$ cat config.mk
export PLATFORM = sky130hd
export DESIGN_NAME = mult_div_unit
export DESIGN_NICKNAME = d
export VERILOG_FILES = /design/src/rtl/mult_div_unit.sv
export SDC_FILE = /design/constraint.sdc
export NUM_CORES = 1
export LEC_CHECK = 0
export BUFFER_PORTS_ARGS = -buffer_cell sky130_fd_sc_hd__buf_4
export CORE_ASPECT_RATIO = 1.5
export CORE_MARGIN = 5
export CORE_UTILIZATION = 45
export CTS_CLUSTER_SIZE = 25
export DETAILED_ROUTE_END_ITERATION = 8
export PLACE_DENSITY = 0.66
export SKIP_LAST_GASP = 1
export SYNTH_ARGS = -nofsm -noshare
export SYNTH_HDL_FRONTEND = slang
export SYNTH_SLANG_ARGS = --single-unit
$ cat constraint.sdc
create_clock -name clk -period 3.5 [get_ports clk]
set_input_delay 0.175 -clock clk [delete_from_list [all_inputs] [get_ports clk]]
set_output_delay 0.175 -clock clk [all_outputs]
set_load 0.05 [all_outputs]
$ cat src/rtl/mult_div_unit.sv
// mult_div_unit: iterative MULT/MULTU/DIV/DIVU unit with HI/LO registers, one shift step per clock
// Ports: clk/reset (sync, active-high); start+op+a+b launch an operation; hi_we/lo_we/wdata
// write HI/LO when idle; busy marks an operation in flight; done pulses when a result lands in hi/lo.
module mult_div_unit #(
    parameter int WIDTH = 32,
    localparam int CNT_W = $clog2(WIDTH) + 1
) (
    input  logic             clk,
    input  logic             reset,
    input  logic             start,
    input  logic [1:0]       op,
    input  logic [WIDTH-1:0] a,
    input  logic [WIDTH-1:0] b,
    input  logic             hi_we,
    input  logic             lo_we,
    input  logic [WIDTH-1:0] wdata,
    output logic             busy,
    output logic             done,
    output logic [WIDTH-1:0] hi,
    output logic [WIDTH-1:0] lo
);
    typedef enum logic [1:0] {IDLE, RUN, FIX} state_t;

    state_t               state_q, state_d;
    logic [1:0]           op_q, op_d;
    logic [CNT_W-1:0]     cnt_q, cnt_d;
    logic [2*WIDTH-1:0]   acc_q, acc_d;
    logic [WIDTH-1:0]     m_q, m_d, rem_q, rem_d, hi_q, hi_d, lo_q, lo_d;
    logic                 neg_q, neg_d, rneg_q, rneg_d, dz_q, dz_d, done_q, done_d;
    logic                 sa, sb;
    logic [WIDTH-1:0]     abs_a, abs_b;
    logic [WIDTH:0]       sum, shl, diff;
    logic [2*WIDTH-1:0]   prod;

    // Signed ops (op[0]==0) work on magnitudes; signs are reapplied in FIX.
    assign sa    = ~op[0] & a[WIDTH-1];
    assign sb    = ~op[0] & b[WIDTH-1];
    assign abs_a = sa ? -a : a;
    assign abs_b = sb ? -b : b;
    // Multiply: acc holds {partial product, remaining multiplier bits}.
    assign sum   = {1'b0, acc_q[2*WIDTH-1:WIDTH]} + {1'b0, {WIDTH{acc_q[0]}} & m_q};
    // Divide: acc[WIDTH-1:0] shifts dividend bits out and quotient bits in.
    assign shl   = {rem_q, acc_q[WIDTH-1]};
    assign diff  = shl - {1'b0, m_q};
    assign prod  = neg_q ? -acc_q : acc_q;

    always_ff @(posedge clk) begin
        if (reset) begin
            state_q <= IDLE;
            op_q    <= '0;
            cnt_q   <= '0;
            acc_q   <= '0;
            m_q     <= '0;
            rem_q   <= '0;
            hi_q    <= '0;
            lo_q    <= '0;
            neg_q   <= 1'b0;
            rneg_q  <= 1'b0;
            dz_q    <= 1'b0;
            done_q  <= 1'b0;
        end else begin
            state_q <= state_d;
            op_q    <= op_d;
            cnt_q   <= cnt_d;
            acc_q   <= acc_d;
            m_q     <= m_d;
            rem_q   <= rem_d;
            hi_q    <= hi_d;
            lo_q    <= lo_d;
            neg_q   <= neg_d;
            rneg_q  <= rneg_d;
            dz_q    <= dz_d;
            done_q  <= done_d;
        end
    end

    always_comb begin
        state_d = state_q;
        op_d    = op_q;
        cnt_d   = cnt_q;
        acc_d   = acc_q;
        m_d     = m_q;
        rem_d   = rem_q;
        hi_d    = hi_q;
        lo_d    = lo_q;
        neg_d   = neg_q;
        rneg_d  = rneg_q;
        dz_d    = dz_q;
        done_d  = 1'b0;
        case (state_q)
            IDLE: begin
                if (start) begin
                    state_d = RUN;
                    op_d    = op;
                    cnt_d   = '0;
                    acc_d   = {{WIDTH{1'b0}}, op[1] ? abs_a : abs_b};
                    m_d     = op[1] ? abs_b : abs_a;
                    rem_d   = '0;
                    neg_d   = sa ^ sb;
                    rneg_d  = sa;
                    dz_d    = (b == '0);
                end else begin
                    hi_d = hi_we ? wdata : hi_q;
                    lo_d = lo_we ? wdata : lo_q;
                end
            end
            RUN: begin
                cnt_d   = cnt_q + CNT_W'(1);
                state_d = (cnt_q == CNT_W'(WIDTH - 1)) ? FIX : RUN;
                if (op_q[1]) begin
                    rem_d            = diff[WIDTH] ? shl[WIDTH-1:0] : diff[WIDTH-1:0];
                    acc_d[WIDTH-1:0] = {acc_q[WIDTH-2:0], ~diff[WIDTH]};
                end else begin
                    acc_d = {sum, acc_q[WIDTH-1:1]};
                end
            end
            FIX: begin
                state_d = IDLE;
                done_d  = 1'b1;
                if (op_q[1]) begin
                    // Divide by zero already leaves |a| in rem; re-signing it restores a exactly.
                    lo_d = dz_q ? {WIDTH{1'b1}} : (neg_q ? -acc_q[WIDTH-1:0] : acc_q[WIDTH-1:0]);
                    hi_d = rneg_q ? -rem_q : rem_q;
                end else begin
                    {hi_d, lo_d} = prod;
                end
            end
            default: state_d = IDLE;
        endcase
    end

    assign busy = (state_q != IDLE);
    assign done = done_q;
    assign hi   = hi_q;
    assign lo   = lo_q;
endmodule

==> results of run 1 <==
## sequential cells by signal, indices dropped and copies added (netlist names)
signal	count
lo	32
neg_q	1
rem_q	32
acc_q	64
done	1
state_q	2
op_q	1
rneg_q	1
dz_q	1
cnt_q	6
hi	32
m_q	32
## synthesized netlist by cell type (41+ instances only)
cell type	n	area share, %
nor2_1	275	6.6
dfxtp_1	205	26
a21oi_1	187	6.0
nand2_1	170	4.1
o21ai_0	127	4.1
clkbuf_1	122	2.9
xnor2_1	121	6.8
xor2_1	82	4.6
mux2i_1	78	5.0
ha_1	69	5.5
inv_1	66	1.6
a211oi_1	63	3.0
nor3_1	47	1.5
a21o_1	41	2.0
## cells by family after synthesis
| family | count (synthesis) | share of synthesized area (%) |
|---|---|---|
| buf+inv | 201 | 4.90 |
| simple gates | 657 | 19.2 |
| compound gates | 658 | 27.1 |
| fa+ha+maj | 71 | 5.78 |
| xor+xnor | 203 | 11.4 |
| mux | 84 | 5.42 |
| flops | 205 | 26.2 |
## worst paths after layout
kind,from,end,cells past startpoint
max reg2reg,rem_q[2],hi[29],10
min,wdata[17],lo[17],3
min reg2reg,lo[22],lo[22],2
max,rem_q[2],hi[29],10
## routing by layer
layer | global-route usage, % | routed length, um
met5 | 0 | 20
met4 | 19.7 | 4690
met3 | 2.90 | 2670
met2 | 52.4 | 29900
met1 | 31.1 | 21200
## stage by stage
stage          instances  utilization, %  hold slack, ns
2_1_floorplan       2079               -           0.335
3_3_place_gp        2634            51.7           0.429
3_5_place_dp        2634            51.7           0.431
4_1_cts             2693            54.6        0.000455
5_1_grt             2697            54.8          0.0291
6_report            2697            54.8          0.0262
## area by class of cell
| type | instances | area (um^2) |
|---|---|---|
| Inverter | 67 | 255 |
| Clock buffer | 31 | 656 |
| Timing Repair Buffer | 287 | 2240 |
| Fill cell | 3253 | 15500 |
| Clock inverter | 9 | 163 |
| Multi-Input combinational cell | 1673 | 10800 |
| Tap cell | 425 | 532 |
| Sequential cell | 205 | 4110 |
## worst reg2reg max path: stages, from the launching register on
cell and delay [ns]:
dfxtp_1 0.37, or4_1 0.57, nor3_1 0.29, nand3_1 0.17, or4_1 0.53, or4_1 0.48, o41ai_1 0.33, xor2_1 0.21
nand2_1 0.08, o211ai_1 0.12, o21ai_1 0.08
## repair_timing
| action | CTS | global route |
|---|---|---|
| hold endpoints to repair | 28 | 0 |
| endpoints found under the setup margin | 0 | 25 |
| gates resized for setup | 0 | 8 |
| hold buffers | 19 | 0 |
| buffers inserted | 0 | 3 |
## power breakdown
| part | leakage (nW) | switching, mW | internal (mW) |
|---|---|---|---|
| Clock | 0.401 | 1.06 | 1.61 |
| Combinational | 5.74 | 1.12 | 0.683 |
| Sequential | 1.68 | 0.135 | 2.45 |
| Total | 7.82 | 2.32 | 4.75 |
==> results.txt, run 1 <==
Final #Nets = 2431
DRT Pass-1 Iters = 5
Pwr Density = 377 nW/um^2
Cell Rows = 83
Most common cell after layout, fill and taps aside = nor2_1
Crit-path cells = or4_1 -> nor3_1 -> nand3_1 -> or4_1 -> or4_1 -> o41ai_1 -> xor2_1 -> nand2_1 -> o211ai_1 -> o21ai_1
Slew Limit Fails = 0
DR iter-0 viols = 1325
Syn Nets = 2253
Initial antenna violation count = 1
Vias in the first global route = 15.8k
Leakage power = 7.82 nW
CTS tree = built
Commonest cells after routing, fill and taps aside = nor2_1, buf_4, dfxtp_1
Mapped Cells = 2079
Maximum VDD drop = 0.357 mV
Period minus WS final = 3.37 ns
Skew final = 0.0212 ns
I/O pin count = 169
Worst slew pin tran = 1.20 ns
Max Cap Viol = 0
Max Clock Freq = 0.297 GHz
Global-route wire length before repair = 88200 um
Share of layout cells above drive strength 1 = 15.4%
Status = finished clean
Syn Area/Cell = 7.52 um^2
Worst Hold Class = in -> reg
Worst path top cell family by delay = simple AND/OR/NAND/NOR gates
Core ar. = 34300 um^2
Starting density of the core = 45.6%
Arrival time of the worst setup path = 3.77 ns
Largest net degree at the start of global routing = 87
Worst EP required = 3.90 ns
Total grt overflow = 0
Count of cell types in the netlist = 70
Post-DP HPWL = 46000 um
Htree depth = 1
Relative slew slack = 20.0%
Die H = 238 um
Placed cell area = 17700 um^2
Setup TNS = 0 ns
Synthesis-to-layout area growth = 20.0%
Latest clock arrival within the worst-skew pair = 0.55 ns
Crit path top cell by count = or4_1
EDFF count, synth = 0
Sequential fraction of the synthesis area = 26.2%
Final setup vio count = 0
CTS clk-pin slew, worst paths = 0.06 ns
Post-route ant nets = 0
Num Clock Sinks = 205
Worst path slowest cell = or4_1
Fin area = 18800 um^2
Buf+Inv Stages, Crit Path = 0
Total Wirelength = 58400 um
R2R setup slack = 0.13 ns
Power, Total = 7.07 mW
# diodes = 0
Crit-path max cell delay = 0.57 ns
RSZ-0062 raised after global routing = true
Post-synth ARST share = 0%
Synth warn = 0
CTS Buf Count = 23
Total track usage = 28.8%
Synthesized flop and latch total = 205
Drt drc = 0
Die ar. = 38700 um^2
Fin. Hold Viols = 0
Via count = 16.3k
Placer Congestion = 0.929
Die X-Extent = 162 um
Final WS setup = 0.131 ns
Clock Root Buffer = clkbuf_16
Post-Syn Area = 15600 um^2
Avg Vias per Cell = 6.03
Crit share post-route = 96.3%
Pre-CTS WS = 0.0856 ns
Clock Path Buffers = 3
Kind of critical path = reg -> reg
Routed WL per cell = 21.7 um
Crit end category = flop
Critical Path Source Type = flop
Crit-path max FO = 7
Dominant synthesized flop cell = dfxtp_1
I/O Buffers = 168
Note: power is estimated with default switching activity, not from simulation.
==> inputs of run 2 (changes only) <==
Settings changed: CORE_UTILIZATION 45 to 55, PLACE_DENSITY 0.66 to 0.78.
==> run 2 against run 1 <==
Against the previous run: utilization is 11 points higher; critical endpoint is now rem_q[29]; largest power group unchanged; global-route usage increased by 4.6 points; clock-buffer cell count rose by 3; via count increased by 2.2%; clock power shrank 3%; highest routed layer unchanged; routed wire length fell by 3.8%; combinational power about the same; total power decreased by 1.4%; maximum frequency up 1.6%; non-clock buffer count is 13 lower.
==> results.txt, run 2 (synthesized netlist as in run 1, its figures left out) <==
Status = finished clean
Final setup vio count = 0
Worst slew pin tran = 1.04 ns
Reg with most FFs = acc_q
Commonest cells after routing, fill and taps aside = nor2_1, buf_4, dfxtp_1
Final #Nets = 2418
# diodes = 0
Skew final = 0.0279 ns
Crit end category = flop
Num Clock Sinks = 205
Share of layout cells above drive strength 1 = 15.3%
Vias in the first global route = 16.0k
Pwr Density = 375 nW/um^2
Critical Path Source Type = flop
Avg Vias per Cell = 6.38
FILL cells = 2476
DRT Pass-1 Iters = 6
Post-DP HPWL = 43500 um
Core ar. = 28100 um^2
Max Clock Freq = 0.302 GHz
CTS Buf Count = 23
Post-route ant nets = 0
I/O pin count = 169
RSZ-0062 raised after global routing = true
Die X-Extent = 148 um
Global-route wire length before repair = 85300 um
Total Wirelength = 56200 um
Via count = 16.6k
R2R setup slack = 0.18 ns
Crit-path max FO = 10
Routed WL per cell = 21.6 um
Total grt overflow = 0
Kind of critical path = reg -> reg
Synthesis-to-layout area growth = 18.8%
Slew Limit Fails = 0
Total track usage = 33.4%
Die ar. = 32000 um^2
Initial antenna violation count = 1
Power, Total = 6.97 mW
Placer Congestion = 1.01
Largest net degree at the start of global routing = 72
Latest clock arrival within the worst-skew pair = 0.55 ns
CTS clk-pin slew, worst paths = 0.06 ns
Max Cap Viol = 0
Maximum VDD drop = 0.423 mV
Leakage power = 7.76 nW
Pre-CTS WS = 0.0259 ns
Clock Path Buffers = 3
Htree depth = 1
Fin area = 18600 um^2
Starting density of the core = 55.7%
Cell Rows = 75
Crit share post-route = 94.7%
Worst EP required = 3.96 ns
DR iter-0 viols = 1326
FF+latch area = 4110 um^2
CTS tree = built
Final WS setup = 0.185 ns
Fin. Hold Viols = 0
Most common cell after layout, fill and taps aside = nor2_1
Arrival time of the worst setup path = 3.77 ns
Worst Hold Class = in -> reg
Max reg flops = 64
Placed cell area = 17500 um^2
Relative slew slack = 30.9%
Die H = 217 um
Area occupied by multi-input gates = 10800 um^2
I/O Buffers = 168
Period minus WS final = 3.32 ns
Drt drc = 0
Setup TNS = 0 ns
Clock Root Buffer = clkbuf_16
## run 2: cell count changes in the layout (fill, tap and decap cells not counted), sizes merged, moves of 2 or more
cell and delta:
buf -10, clkbuf +3, dlygate4sd3 -3, bufinv -2
## run 2: repair_timing
action,CTS,global route
setup endpoints to repair,1,34
endpoints found under the hold margin,17,0
buffers inserted,0,1
hold buffers,16,0
cloned,0,2
pin swaps,0,3
gates resized for setup,1,16
## run 2: cell type report
cell class | count | area share [%]
Multi-Input combinational cell | 1673 | 58.4
Sequential cell | 205 | 22.1
Clock buffer | 34 | 3.75
Timing Repair Buffer | 274 | 11.5
Clock inverter | 8 | 0.599
Inverter | 67 | 1.35
Tap cell | 346 | 2.33
## run 2: power by group
part | internal, mW | switching [mW]
sequential | 2.45 | 0.129
combinational | 0.670 | 1.12
clock | 1.54 | 1.06
## run 2: final timing paths
path,from,endpoint,depth (start not counted)
max,acc_q[31],rem_q[29],14
min,wdata[3],lo[3],3
max reg2reg,acc_q[31],rem_q[29],14
min reg2reg,lo[8],lo[8],2
## run 2: metrics by stage
stage | cells | hold WS [ns] | utilization, %
6_report | 2607 | 0.00840 | 66.2
5_1_grt | 2607 | 0.0331 | 66.2
3_3_place_gp | 2546 | 0.440 | 62.5
3_5_place_dp | 2546 | 0.444 | 62.5
2_1_floorplan | 2079 | 0.335 | -
4_1_cts | 2604 | 0.00107 | 65.9
## run 2: critical path: stages (launching register included)
cell and delay, ns:
dfxtp_1 0.31, inv_1 0.13, ha_1 0.22, fa_1 0.21
nand2b_4 0.15, a21oi_1 0.11, o41a_1 0.37, a21o_1 0.24
a221o_1 0.41, a31oi_4 0.21, xnor2_2 0.12, buf_4 0.17
clkbuf_16 0.19, nand3_2 0.18, o21ai_0 0.20
## run 2: layer usage
metal  up-vias  share of wire [%]  track usage, %
li1       7827                  -               -
met1      7818                 34            35.1
met2       733                 50            60.0
met3       248                6.1            3.61
met4         2                9.5            25.9
met5         -              0.012               0
==> inputs of run 3 (changes only) <==
Settings changed: CORE_UTILIZATION 55 to 35, PLACE_DENSITY 0.78 to unset.
==> run 3 against run 2 <==
Against the previous run: critical path type unchanged; largest power group unchanged; total power rose by 0.90%; non-clock buffer count is 2 higher; routed wire length is 7.0% higher; critical path depth is 1 lower; sequential share of layout area is 0.36 points lower; via count fell by 2.2%.
==> results.txt, run 3 (synthesized netlist as in run 1, its figures left out) <==
Latest clock arrival within the worst-skew pair = 0.57 ns
Clock Root Buffer = clkbuf_16
Crit end category = flop
Die X-Extent = 183 um
FF+latch area = 4110 um^2
Final setup vio count = 0
Most common cell after layout, fill and taps aside = nor2_1
Num Clock Sinks = 205
Post-route ant nets = 0
Clock Path Buffers = 3
Final #Nets = 2422
Power, Total = 7.03 mW
Die ar. = 49100 um^2
Total grt overflow = 0
RSZ-0062 raised after global routing = true
Reg with most FFs = acc_q
Routed WL per cell = 21.1 um
Commonest cells after routing, fill and taps aside = nor2_1, buf_4, dfxtp_1
# Post-CTS Setup Buffers = 0
Max Clock Freq = 0.299 GHz
Core ar. = 44600 um^2
Fin. Hold Viols = 0
I/O Buffers = 168
Leakage power = 7.76 nW
Slew Limit Fails = 0
Max reg flops = 64
Relative slew slack = 19.8%
Pwr Density = 372 nW/um^2
Hold path cells = 2
Skew final = 0.0270 ns
# diodes = 0
Total track usage = 23.5%
Via count = 16.3k
Maximum VDD drop = 0.394 mV
Total Wirelength = 60100 um
Period minus WS final = 3.34 ns
Global-route wire length before repair = 90800 um
Final Util = 42.4%
FILL cells = 4575
Drt drc = 0
Initial antenna violation count = 0
Post-DP HPWL = 47500 um
R2r worst-path depth = 13
Max Cap Viol = 0
Starting density of the core = 35.1%
Status = finished clean
Hold slack = 0.0266 ns
Critical Path Source Type = flop
Crit-path max FO = 29
Worst slew pin tran = 1.20 ns
CTS clk-pin slew, worst paths = 0.07 ns
Synthesis-to-layout area growth = 20.7%
Area occupied by multi-input gates = 10800 um^2
DRT Pass-1 Iters = 6
Placer Congestion = 0.936
Cell Rows = 95
Htree depth = 1
Vias in the first global route = 15.8k
Non-Filler Instances = 2846
Kind of critical path = reg -> reg
CTS Buf Count = 25
Crit share post-route = 95.4%
Largest net degree at the start of global routing = 95
CTS tree = built
Avg Vias per Cell = 5.71
I/O pin count = 169
DP Cell Count = 2785
Worst Hold Class = in -> reg
Die H = 269 um
Worst EP required = 3.97 ns
DR iter-0 viols = 1224
Arrival time of the worst setup path = 3.81 ns
Share of layout cells above drive strength 1 = 15.2%
## run 3: changes by cell type in the layout (fill, tap and decap cells not counted), sizes merged
cell         previous run  this run
buf                   257       258
clkbuf                 35        33
clkinv                  5         6
clkinvlp                1         2
dlygate4sd3            16        18
## run 3: per-stage QoR
stage | cell area (um^2) | worst slack [ns] | TNS [ns]
after global placement | 17900 | 0.123 | 0
final | 18900 | 0.161 | 0
after global routing | 18900 | -0.0653 | -0.0653
after detailed placement | 17900 | 0.122 | 0
after floorplan | 15600 | 0.0550 | 0
after CTS | 18900 | 0.116 | 0
## run 3: metal layers
layer  track usage (%)  vias up  part of all wire [%]
met5                 0        -                     0
met4              18.3        0                   9.2
met3              2.28      209                   4.1
met2              41.7      550                    50
met1              25.6     7669                    37
li1                  -     7835                     -
## run 3: final timing paths
path                  start   endpoint  slack (ns)
setup / recovery  acc_q[31]  rem_q[29]        0.16
hold / removal        reset  acc_q[44]        0.03
setup reg to reg  acc_q[31]  rem_q[29]        0.16
hold reg to reg      lo[18]     lo[18]        0.46
## run 3: repair_timing
item,in CTS,in global routing
resized for setup,0,5
endpoints found under the hold margin,26,0
setup endpoints to repair,0,21
hold buffers,18,0
## run 3: worst max-delay path, stage by stage (launching register included)
cell and delay (ns):
dfxtp_1 0.31, inv_1 0.15, ha_1 0.24, fa_1 0.21, nand2b_1 0.18, a21oi_1 0.13
o41a_1 0.36, a21o_1 0.24, a221o_1 0.40, a31oi_2 0.24, xnor2_2 0.17, buf_12 0.23
nand3_1 0.20, o21ai_0 0.20
## run 3: cell type report
cell class / instances / share of cell area (%)
tap: 582 / 3.86
timing repair buffer: 276 / 11.3
inverter: 67 / 1.33
clock buffer: 33 / 3.63
multi-input combinational: 1673 / 57.4
clock inverter: 10 / 0.656
sequential: 205 / 21.8
## run 3: report_power, final
part	switching, mW	leakage [nW]	total [mW]	internal (mW)
Sequential	0.137	1.68	2.59	2.45
Combinational	1.14	5.69	1.81	0.672
Clock	1.10	0.394	2.63	1.53
